$ cat src/rtl/pass_tx_if.sv
// Interface pass_tx_if: start/code request side and the serial/status outputs of pass_tx.
// The transmitter uses the slave modport. A driver or board-level wrapper uses the master modport.
`timescale 1ns/1ps
interface pass_tx_if #(
   parameter int CODE_W = 8
);
   logic              start;
   logic [CODE_W-1:0] code;
   logic              out;
   logic              pass_clr;
   logic              busy;
   logic              done;
   logic [7:0]        LED;

   modport master (
      output start, code,
      input  out, pass_clr, busy, done, LED
   );

   modport slave (
      input  start, code,
      output out, pass_clr, busy, done, LED
   );
endinterface

$ cat src/rtl/pass_tx.sv
// Module pass_tx: serial password transmitter feeding the pass checker.
// A frame is one clear period (pass_clr high, out low), followed by the latched code sent MSB-first.
// Each period lasts BIT_TICKS clocks. LED shows the most recent eight bits that were sent.
// Optional feature: define PASS_TX_PARITY_EN to append one even-parity bit after the code.
`timescale 1ns/1ps
module pass_tx #(
   parameter int CODE_W    = 8,
   parameter int BIT_TICKS = 50_000_000
) (
   input  logic       clk,
   input  logic       reset_local,
   pass_tx_if.slave   bus
);
   localparam int TICK_W = $clog2(BIT_TICKS);
   localparam int IDX_W  = (CODE_W > 1) ? $clog2(CODE_W) : 1;
   localparam logic [TICK_W-1:0] TICK_LAST = TICK_W'(BIT_TICKS - 1);
   localparam logic [TICK_W-1:0] TICK_ONE  = TICK_W'(1);
   localparam logic [IDX_W-1:0]  IDX_MSB   = IDX_W'(CODE_W - 1);
   localparam logic [IDX_W-1:0]  IDX_ONE   = IDX_W'(1);

   typedef enum logic [2:0] {
      S_IDLE = 3'd0,
      S_CLR  = 3'd1,
      S_SEND = 3'd2,
      S_PAR  = 3'd3,
      S_DONE = 3'd4
   } state_t;

`ifdef PASS_TX_PARITY_EN
   // Even parity over the latched code: the transmitted bit makes the total count of ones even.
   function automatic logic even_parity(input logic [CODE_W-1:0] v);
      return ^v;
   endfunction
`endif

   state_t              state_r, state_nxt_s;
   logic [TICK_W-1:0]   tick_r, tick_nxt_s;
   logic [IDX_W-1:0]    idx_r, idx_nxt_s;
   logic [CODE_W-1:0]   code_r, code_nxt_s;
   logic                out_r, out_nxt_s;
   logic                clr_r, clr_nxt_s;
   logic                busy_r, busy_nxt_s;
   logic                done_r, done_nxt_s;
   logic [7:0]          led_r, led_nxt_s;
   logic                tick_end_s;

   assign tick_end_s   = (tick_r == TICK_LAST);
   assign bus.out      = out_r;
   assign bus.pass_clr = clr_r;
   assign bus.busy     = busy_r;
   assign bus.done     = done_r;
   assign bus.LED      = led_r;

   // Next-state and next-output logic. Every output is registered one stage later.
   always_comb begin
      state_nxt_s = state_r;
      tick_nxt_s  = tick_r;
      idx_nxt_s   = idx_r;
      code_nxt_s  = code_r;
      out_nxt_s   = out_r;
      clr_nxt_s   = clr_r;
      busy_nxt_s  = busy_r;
      done_nxt_s  = 1'b0;
      led_nxt_s   = led_r;
      case (state_r)
         // DONE also accepts a new start, so a held start gives back-to-back frames.
         S_IDLE, S_DONE: begin
            if (bus.start) begin
               state_nxt_s = S_CLR;
               code_nxt_s  = bus.code;
               tick_nxt_s  = {TICK_W{1'b0}};
               busy_nxt_s  = 1'b1;
               clr_nxt_s   = 1'b1;
               out_nxt_s   = 1'b0;
               led_nxt_s   = 8'h00;
            end else begin
               state_nxt_s = S_IDLE;
               tick_nxt_s  = {TICK_W{1'b0}};
               busy_nxt_s  = 1'b0;
               clr_nxt_s   = 1'b0;
               out_nxt_s   = 1'b0;
            end
         end
         S_CLR: begin
            if (tick_end_s) begin
               state_nxt_s = S_SEND;
               tick_nxt_s  = {TICK_W{1'b0}};
               idx_nxt_s   = IDX_MSB;
               clr_nxt_s   = 1'b0;
               out_nxt_s   = code_r[CODE_W-1];
            end else begin
               tick_nxt_s  = tick_r + TICK_ONE;
            end
         end
         S_SEND: begin
            if (tick_end_s) begin
               tick_nxt_s = {TICK_W{1'b0}};
               led_nxt_s  = {led_r[6:0], code_r[idx_r]};
               if (idx_r == {IDX_W{1'b0}}) begin
`ifdef PASS_TX_PARITY_EN
                  state_nxt_s = S_PAR;
                  out_nxt_s   = even_parity(code_r);
`else
                  state_nxt_s = S_DONE;
                  out_nxt_s   = 1'b0;
                  done_nxt_s  = 1'b1;
`endif
               end else begin
                  idx_nxt_s = idx_r - IDX_ONE;
                  out_nxt_s = code_r[idx_r - IDX_ONE];
               end
            end else begin
               tick_nxt_s = tick_r + TICK_ONE;
            end
         end
         S_PAR: begin
            if (tick_end_s) begin
               state_nxt_s = S_DONE;
               tick_nxt_s  = {TICK_W{1'b0}};
               led_nxt_s   = {led_r[6:0], out_r};
               out_nxt_s   = 1'b0;
               done_nxt_s  = 1'b1;
            end else begin
               tick_nxt_s  = tick_r + TICK_ONE;
            end
         end
         default: begin
            state_nxt_s = S_IDLE;
            tick_nxt_s  = {TICK_W{1'b0}};
            idx_nxt_s   = {IDX_W{1'b0}};
            out_nxt_s   = 1'b0;
            clr_nxt_s   = 1'b0;
            busy_nxt_s  = 1'b0;
            led_nxt_s   = 8'h00;
         end
      endcase
   end

   // State and output registers. An asynchronous reset aborts any frame in progress.
   always_ff @(posedge clk or negedge reset_local) begin
      if (!reset_local) begin
         state_r <= S_IDLE;
         tick_r  <= {TICK_W{1'b0}};
         idx_r   <= {IDX_W{1'b0}};
         code_r  <= {CODE_W{1'b0}};
         out_r   <= 1'b0;
         clr_r   <= 1'b0;
         busy_r  <= 1'b0;
         done_r  <= 1'b0;
         led_r   <= 8'h00;
      end else begin
         state_r <= state_nxt_s;
         tick_r  <= tick_nxt_s;
         idx_r   <= idx_nxt_s;
         code_r  <= code_nxt_s;
         out_r   <= out_nxt_s;
         clr_r   <= clr_nxt_s;
         busy_r  <= busy_nxt_s;
         done_r  <= done_nxt_s;
         led_r   <= led_nxt_s;
      end
   end
endmodule
$ cat src/flat_wrapper.sv
// flat-port wrapper written by rule: the top's interface ports become plain ports
module pass_tx_flat 
#(
   parameter int CODE_W    = 8,
   parameter int BIT_TICKS = 50_000_000
)
  (clk, reset_local, bus_start, bus_code, bus_out, bus_pass_clr, bus_busy, bus_done, bus_LED);
  pass_tx_if #(.CODE_W(CODE_W)) bus_i ();
  input  logic clk;
  input  logic reset_local;
  input wire logic [$bits(bus_i.start)-1:0] bus_start;
  input wire logic [$bits(bus_i.code)-1:0] bus_code;
  output wire logic [$bits(bus_i.out)-1:0] bus_out;
  output wire logic [$bits(bus_i.pass_clr)-1:0] bus_pass_clr;
  output wire logic [$bits(bus_i.busy)-1:0] bus_busy;
  output wire logic [$bits(bus_i.done)-1:0] bus_done;
  output wire logic [$bits(bus_i.LED)-1:0] bus_LED;
  assign bus_i.start = bus_start;
  assign bus_i.code = bus_code;
  assign bus_out = bus_i.out;
  assign bus_pass_clr = bus_i.pass_clr;
  assign bus_busy = bus_i.busy;
  assign bus_done = bus_i.done;
  assign bus_LED = bus_i.LED;
  pass_tx #(.CODE_W(CODE_W), .BIT_TICKS(BIT_TICKS)) u_core (.clk(clk), .reset_local(reset_local), .bus(bus_i));
endmodule
$ cat config.mk
export PLATFORM = sky130hd
export DESIGN_NAME = pass_tx_flat
export DESIGN_NICKNAME = d
export VERILOG_FILES = /design/src/rtl/pass_tx_if.sv /design/src/rtl/pass_tx.sv /design/src/flat_wrapper.sv
export SDC_FILE = /design/constraint.sdc
export NUM_CORES = 1
export LEC_CHECK = 0
export BUFFER_PORTS_ARGS = -buffer_cell sky130_fd_sc_hd__buf_4
export CAP_MARGIN = 20
export CORE_MARGIN = 2
export CORE_UTILIZATION = 55
export DETAILED_ROUTE_END_ITERATION = 7
export PLACE_DENSITY = 0.75
export SLEW_MARGIN = 20
export SYNTH_ARGS = -nofsm -noshare
export SYNTH_HDL_FRONTEND = slang
export SYNTH_SLANG_ARGS = --single-unit
$ cat constraint.sdc
create_clock -name clk -period 3.2 [get_ports clk]
set_input_delay 0.32 -clock clk [delete_from_list [all_inputs] [get_ports clk]]
set_output_delay 0.32 -clock clk [all_outputs]
set_load 0.005 [all_outputs]
==> summary.md, run 1 <==
| Metric | Value |
|---|---|
| Tot Pwr | `~1100 uW` |
| Clk root buf | `clkbuf_8` |
| DRC Markers | `0` |
| Area leader, netlist | `dfrtp_1` |
| Crit path launch type | `flip-flop` |
| Max-cap viol count | `0` |
| Clk Latency, worst-skew pair | `approximately 0.30 ns` |
| Number of warnings issued by yosys | `0` |
| Crit end category | `flip-flop` |
| GRT Total Usage | `0.198` |
| Pleak | `roughly 0.0013 uW` |
| Cell area after layout | `roughly 2900 um2` |
| Post-CTS Resized | `0` |
| 1st-iter DRT viols | `134` |
| Via Count | `between 1,500 and 2,000` |
| Final worst slack | `0.726 ns` |
| Worst vdd ir | `0.344 mV` |
| Worst Skew | `just over 0.01 ns` |
| H-tree Lvls | `2` |
| Die ar. | `around 5300 um2` |
| Nets | `~300` |
| Worst-path clk slew | `approximately 0.09 ns` |
| Setup TNS | `0 ns` |
| Sequential fraction of the synthesis area | `0.501` |
| Setup WS pre-CTS | `0.753 ns` |
| Unrepaired setup endpoints after global routing | `false` |
| Synth Register Bits | `52` |
| Post-CTS Setup Repair Bufs | `0` |
| Row count | `24` |
| Relative slew slack | `0.584` |
| Kind of critical path | `flip-flop to flip-flop` |
| Reg2reg end | `u_core.bus.LED[3]$_DFFE_PN0P_` |
| Share of cells above drive strength 1 | `0.149` |
| Syn nets | `~280` |
| Most frequent cell after synthesis | `dfrtp_1` |
| Slew of the pin with the lowest slew margin | `approximately 0.62 ns` |
| Synth area leaders | `dfrtp_1, nand2_1, nor2_1` |
| ANT cells | `0` |
| Placer Congestion | `a little under 0.8` |
| Largest stage delay, worst path | `between 0.7 and 0.8 ns` |
| Cell Area, Placed | `2780 um2` |
| Crit share post-route | `0.773` |
| Global-route wire length before repair | `roughly 8.3 mm` |
| Library cells used by synthesis | `between 40 and 50` |
| Cells after Synth | `~260` |
| Share of Yosys cell area claimed by the top area cell type | `0.501` |
| Post-Syn Area per Cell | `between 9 and 10 um2` |
| DP HPWL | `between 3 and 4 mm` |
| Initial antenna violation count | `0` |
| Crit path max-delay cell type | `or4_1` |
| Crit-path max FO | `15` |
| Internal reg-to-reg setup slack | `approximately 0.73 ns` |
| Initial core utilization | `0.584` |
| Hold WC Path Type | `input pin to async pin` |
| Num CTS Buffers | `5` |
| Status | `finished clean` |
| Vias in the first global route | `around 1,800` |
| Pin count of the biggest net entering global routing | `53` |
| Clk sinks | `52` |
| Tmin final | `approximately 2.5 ns` |
| Number of fill cells | `about 360` |
| Final antenna-violating net count | `0` |
| Clk buf depth | `2` |
| Total wire length | `roughly 4.8 mm` |
| Mean routed wirelength per cell | `14.3 um` |
| Area Growth Syn to Fin | `10.6%` |
| CP arrival | `approximately 2.7 ns` |
| Final Hold Viols | `0` |
| Final setup viols | `0` |
| Initial DRT Pass Iterations | `4` |
| CTS Hold Bufs | `0` |
| Worst reg-to-reg path cell count | `6` |
| Top_reg_cell synth | `dfrtp_1` |
| Grt total ovfl | `0` |
| Pins Over Slew Limit | `0` |
| Core Box Area | `~4400 um2` |
| Worst path required time | `around 3.4 ns` |
| Number of flops mapped to enable cells by yosys | `0` |
| Die height | `roughly 73 um` |
| Commonest cells post-synth | `dfrtp_1, nand2_1, nor2_1` |
| Via/cell ratio | `between 5 and 6` |
| Die Width | `72.7 um` |
| Asr flop ratio synth | `1.00` |
| IO Port Bufs | `22` |
| Power Density | `369 nW/um2` |
| Worst-path cell chain | `ha_1 -> and4_4 -> nand3_2 -> or4_1 -> a21o_1 -> a22o_1` |
| CTS tree | `built` |
| Reg-to-reg startpoint | `u_core.tick_r[0]$_DFF_PN0_` |
| I/O pin cnt | `23` |
| Area of the mapped netlist | `about 2600 um2` |
| FMAX | `0.404 GHz` |
==> routing by layer <==
layer / global-route usage / wire length, um
met1: 0.306 / 2480
met2: 0.295 / 2080
met3: 0.0414 / 196
met4: 0.0309 / 20
met5: 0 / 0
==> power breakdown <==
part	total [uW]	internal [uW]	switching, uW
logic	21.5	7.90	13.6
clock network	380	173	207
registers	656	656	0
total	1060	837	220
==> worst max-delay path: cells and delay by family (launching register included) <==
kind | cells | cell delay (ns)
simple gates | 3 | 1.15
flops | 1 | 0.40
compound gates | 2 | 0.60
fa+ha+maj | 1 | 0.21
==> worst max path at each step <==
stage                                      from                             to  depth (start not counted)
global route         u_core.tick_r[0]$_DFF_PN0_  u_core.bus.LED[5]$_DFFE_PN0P_                          6
finish               u_core.tick_r[0]$_DFF_PN0_  u_core.bus.LED[3]$_DFFE_PN0P_                          6
CTS                  u_core.tick_r[0]$_DFF_PN0_  u_core.bus.LED[3]$_DFFE_PN0P_                          6
floorplan           u_core.idx_r[0]$_DFFE_PN0P_     u_core.bus.out$_DFFE_PN0P_                          8
detailed placement   u_core.tick_r[0]$_DFF_PN0_  u_core.bus.LED[3]$_DFFE_PN0P_                          6
global placement     u_core.tick_r[0]$_DFF_PN0_  u_core.bus.LED[3]$_DFFE_PN0P_                          6
==> registers in the layout (all words and copies together), names as in the netlist <==
| signal | count |
|---|---|
| u_core.state_r | 3 |
| u_core.bus.LED | 8 |
| u_core.idx_r | 3 |
| u_core.bus.pass_clr | 1 |
| u_core.code_r | 8 |
| u_core.bus.out | 1 |
| u_core.tick_r | 26 |
| u_core.bus.done | 1 |
| u_core.bus.busy | 1 |
==> cell type report <==
cell class / instances / area (um2) / area share
multi-input combinational: 193 / 1210 / 0.423
timing repair buffer: 23 / 173 / 0.0602
clock buffer: 6 / 82.6 / 0.0288
tap: 52 / 65.1 / 0.0227
inverter: 6 / 22.5 / 0.00785
clock inverter: 2 / 10.0 / 0.00349
sequential: 52 / 1300 / 0.454
==> kinds of logic after synthesis <==
kind of cell | count (synthesis) | synth area share
multiplexers | 7 | 0.0473
adder cells (fa/ha/maj) | 3 | 0.0145
buffers and inverters | 18 | 0.0304
XOR/XNOR | 24 | 0.0810
AO/OA/AOI/OAI | 30 | 0.0844
AND/OR/NAND/NOR | 129 | 0.241
flip-flops | 52 | 0.501
==> cell usage in the layout (no fill, tap or decap), types with 2 or more instances in the layout <==
cell	synthesis	routed
a21oi_1	5	5
a22o_1	7	7
and2_1	3	3
and3_1	5	5
and4_1	2	2
buf_4	0	23
clkbuf_8	0	6
clkinv_2	0	2
dfrtp_1	52	52
ha_1	3	3
inv_1	6	6
mux2_2	2	2
mux4_2	4	4
nand2_1	39	39
nand2b_1	5	5
nand3_1	8	8
nand4_1	11	11
nor2_1	36	36
nor2b_1	2	2
nor3_1	7	7
nor3b_1	2	2
nor4_1	2	2
o21a_1	2	2
o21ai_0	4	4
xnor2_1	9	9
xor2_1	15	15
==> through the flow <==
step                utilization  cells  hold WS (ns)
floorplan                     -    263        0.0244
global placement          0.625    326         0.390
detailed placement        0.625    326         0.387
CTS                       0.646    334        0.0667
global route              0.646    334        0.0925
finish                    0.646    334        0.0394
Power figures use the tool's default switching activity.
==> run 2: changes to the inputs <==
==> constraint.sdc (replaced) <==
create_clock -name clk -period 2.5 [get_ports clk]
set_input_delay 0.25 -clock clk [delete_from_list [all_inputs] [get_ports clk]]
set_output_delay 0.25 -clock clk [all_outputs]
set_load 0.005 [all_outputs]
==> summary.md, run 2 (synthesis gave the netlist of run 1 again) <==
| Metric | Value |
|---|---|
| Status | `finished clean` |
| Post-CTS Setup Repair Bufs | `0` |
| Placer Congestion | `about 0.84` |
| Initial antenna violation count | `0` |
| Area Growth Syn to Fin | `12.0%` |
| DP HPWL | `approximately 3.3 mm` |
| H-tree Lvls | `2` |
| Pleak | `between 0.001 and 0.0015 uW` |
| FMAX | `0.424 GHz` |
| CTS tree | `built` |
| Relative slew slack | `0.557` |
| CP arrival | `2.57 ns` |
| Grt total ovfl | `0` |
| CTS Hold Bufs | `1` |
| Worst reg-to-reg path cell count | `6` |
| Final setup viols | `0` |
| End point of the critical path | `u_core.bus.LED[2]$_DFFE_PN0P_` |
| Max-cap viol count | `0` |
| GRT Total Usage | `0.199` |
| Global-route wire length before repair | `a little over 8 mm` |
| Worst-path cell chain | `ha_1 -> and4_4 -> nand3_2 -> or4_1 -> a21o_1 -> a22o_1` |
| Mean routed wirelength per cell | `roughly 14 um` |
| Clk buf depth | `2` |
| Core Box Area | `approximately 4400 um2` |
| Via/cell ratio | `5.67` |
| Post-CTS Resized | `0` |
| Final antenna-violating net count | `0` |
| Num CTS Buffers | `5` |
| Power Density | `between 400 and 500 nW/um2` |
| Internal reg-to-reg setup slack | `about 0.14 ns` |
| Max reg flops | `26` |
| Crit path launch type | `flip-flop` |
| Kind of critical path | `flip-flop to flip-flop` |
| Hold path depth | `3` |
| Reg2reg end | `u_core.bus.LED[2]$_DFFE_PN0P_` |
| Share of cells above drive strength 1 | `0.154` |
| Crit end category | `flip-flop` |
| Die height | `~73 um` |
| Commonest non-fill, non-tap cell in the layout | `dfrtp_1` |
| Pin count of the biggest net entering global routing | `between 50 and 60` |
| Row count | `24` |
| Vias in the first global route | `1,759` |
| Unrepaired setup endpoints after global routing | `false` |
| Total wire length | `between 4 and 5 mm` |
| Initial DRT Pass Iterations | `4` |
| 1st-iter DRT viols | `136` |
| Worst-path clk slew | `0.09 ns` |
| Clk sinks | `between 50 and 60` |
| Via Count | `1,910` |
| Critical Path Start | `u_core.tick_r[0]$_DFF_PN0_` |
| Nets | `a little under 300` |
| Worst Skew | `about 0.0056 ns` |
| DRC Markers | `0` |
| ANT cells | `0` |
| Tot Pwr | `~1400 uW` |
| Reg-to-reg startpoint | `u_core.tick_r[0]$_DFF_PN0_` |
| Setup TNS | `0 ns` |
| Tmin final | `around 2.4 ns` |
| Slew of the pin with the lowest slew margin | `between 0.6 and 0.7 ns` |
| Clk root buf | `clkbuf_8` |
| Initial core utilization | `0.584` |
| Clk Latency, worst-skew pair | `about 0.32 ns` |
| Die ar. | `roughly 5300 um2` |
| Largest stage delay, worst path | `0.71 ns` |
| Hold WC Path Type | `input pin to flip-flop` |
| Worst path required time | `approximately 2.7 ns` |
| IO Port Bufs | `22` |
| Final Hold Viols | `0` |
| Largest reg by FF count | `u_core.tick_r` |
| Crit-path max FO | `10` |
| I/O pin cnt | `23` |
| Crit path max-delay cell type | `or4_1` |
| Die Width | `72.7 um` |
| Pins Over Slew Limit | `0` |
| Worst vdd ir | `between 0.3 and 0.4 mV` |
| Most frequent cells in the layout | `dfrtp_1, nand2_1, nor2_1` |
| Crit share post-route | `0.944` |
==> run 2: cell types whose count changed in the layout (fill, tap and decap cells not counted), sizes merged <==
cell,delta
dlygate4sd3,+1
buf,+2
==> run 2: power by group <==
group	switching, uW	total, uW	leakage (uW)	internal (uW)
Clock	281	503	0.0000510	222
Sequential	0	840	0.000686	840
Combinational	17.8	28.9	0.000628	11.1
Total	299	1370	0.00137	1070
==> run 2: critical path: cells and delay by family, from the launching register on <==
family          cells  cell delay [ns]
compound gates      2             0.57
fa+ha+maj           1             0.22
flops               1             0.40
simple gates        3             1.06
==> run 2: area by class of cell <==
class                      instances  area (um2)
timing repair buffer              26         210
clock inverter                     2        10.0
fill                             380        1540
sequential                        52        1300
multi-input combinational        193        1210
inverter                           6        22.5
clock buffer                       6        82.6
tap                               52        65.1
==> run 2: stage by stage <==
step	utilization	setup WS, ns	hold slack (ns)	area [um2]	cells
after floorplan	-	0.364	-0.0456	2590	263
after global placement	0.631	0.200	0.320	2800	328
after detailed placement	0.631	0.163	0.323	2800	328
after CTS	0.654	0.143	0.111	2910	337
after global routing	0.654	0.0478	0.123	2910	337
final	0.654	0.141	0.115	2910	337
==> run 2: per-layer routing <==
layer	vias up	global-route usage	routed length, um
met1	913	0.298	2550
met3	6	0.0414	187
met4	0	0.0679	75
li1	949	-	-
met2	42	0.288	1990
met5	-	0	0
==> run 2: how the worst min path moves through the flow <==
stage	start	end	slack (ns)
floorplan	reset_local	u_core.bus.LED[0]$_DFFE_PN0P_	-0.05
global placement	reset_local	u_core.tick_r[23]$_DFF_PN0_	0.32
detailed placement	reset_local	u_core.tick_r[23]$_DFF_PN0_	0.32
CTS	bus_code[6]	u_core.code_r[6]$_DFFE_PN0P_	0.11
global route	bus_code[0]	u_core.code_r[0]$_DFFE_PN0P_	0.12
finish	bus_code[6]	u_core.code_r[6]$_DFFE_PN0P_	0.12
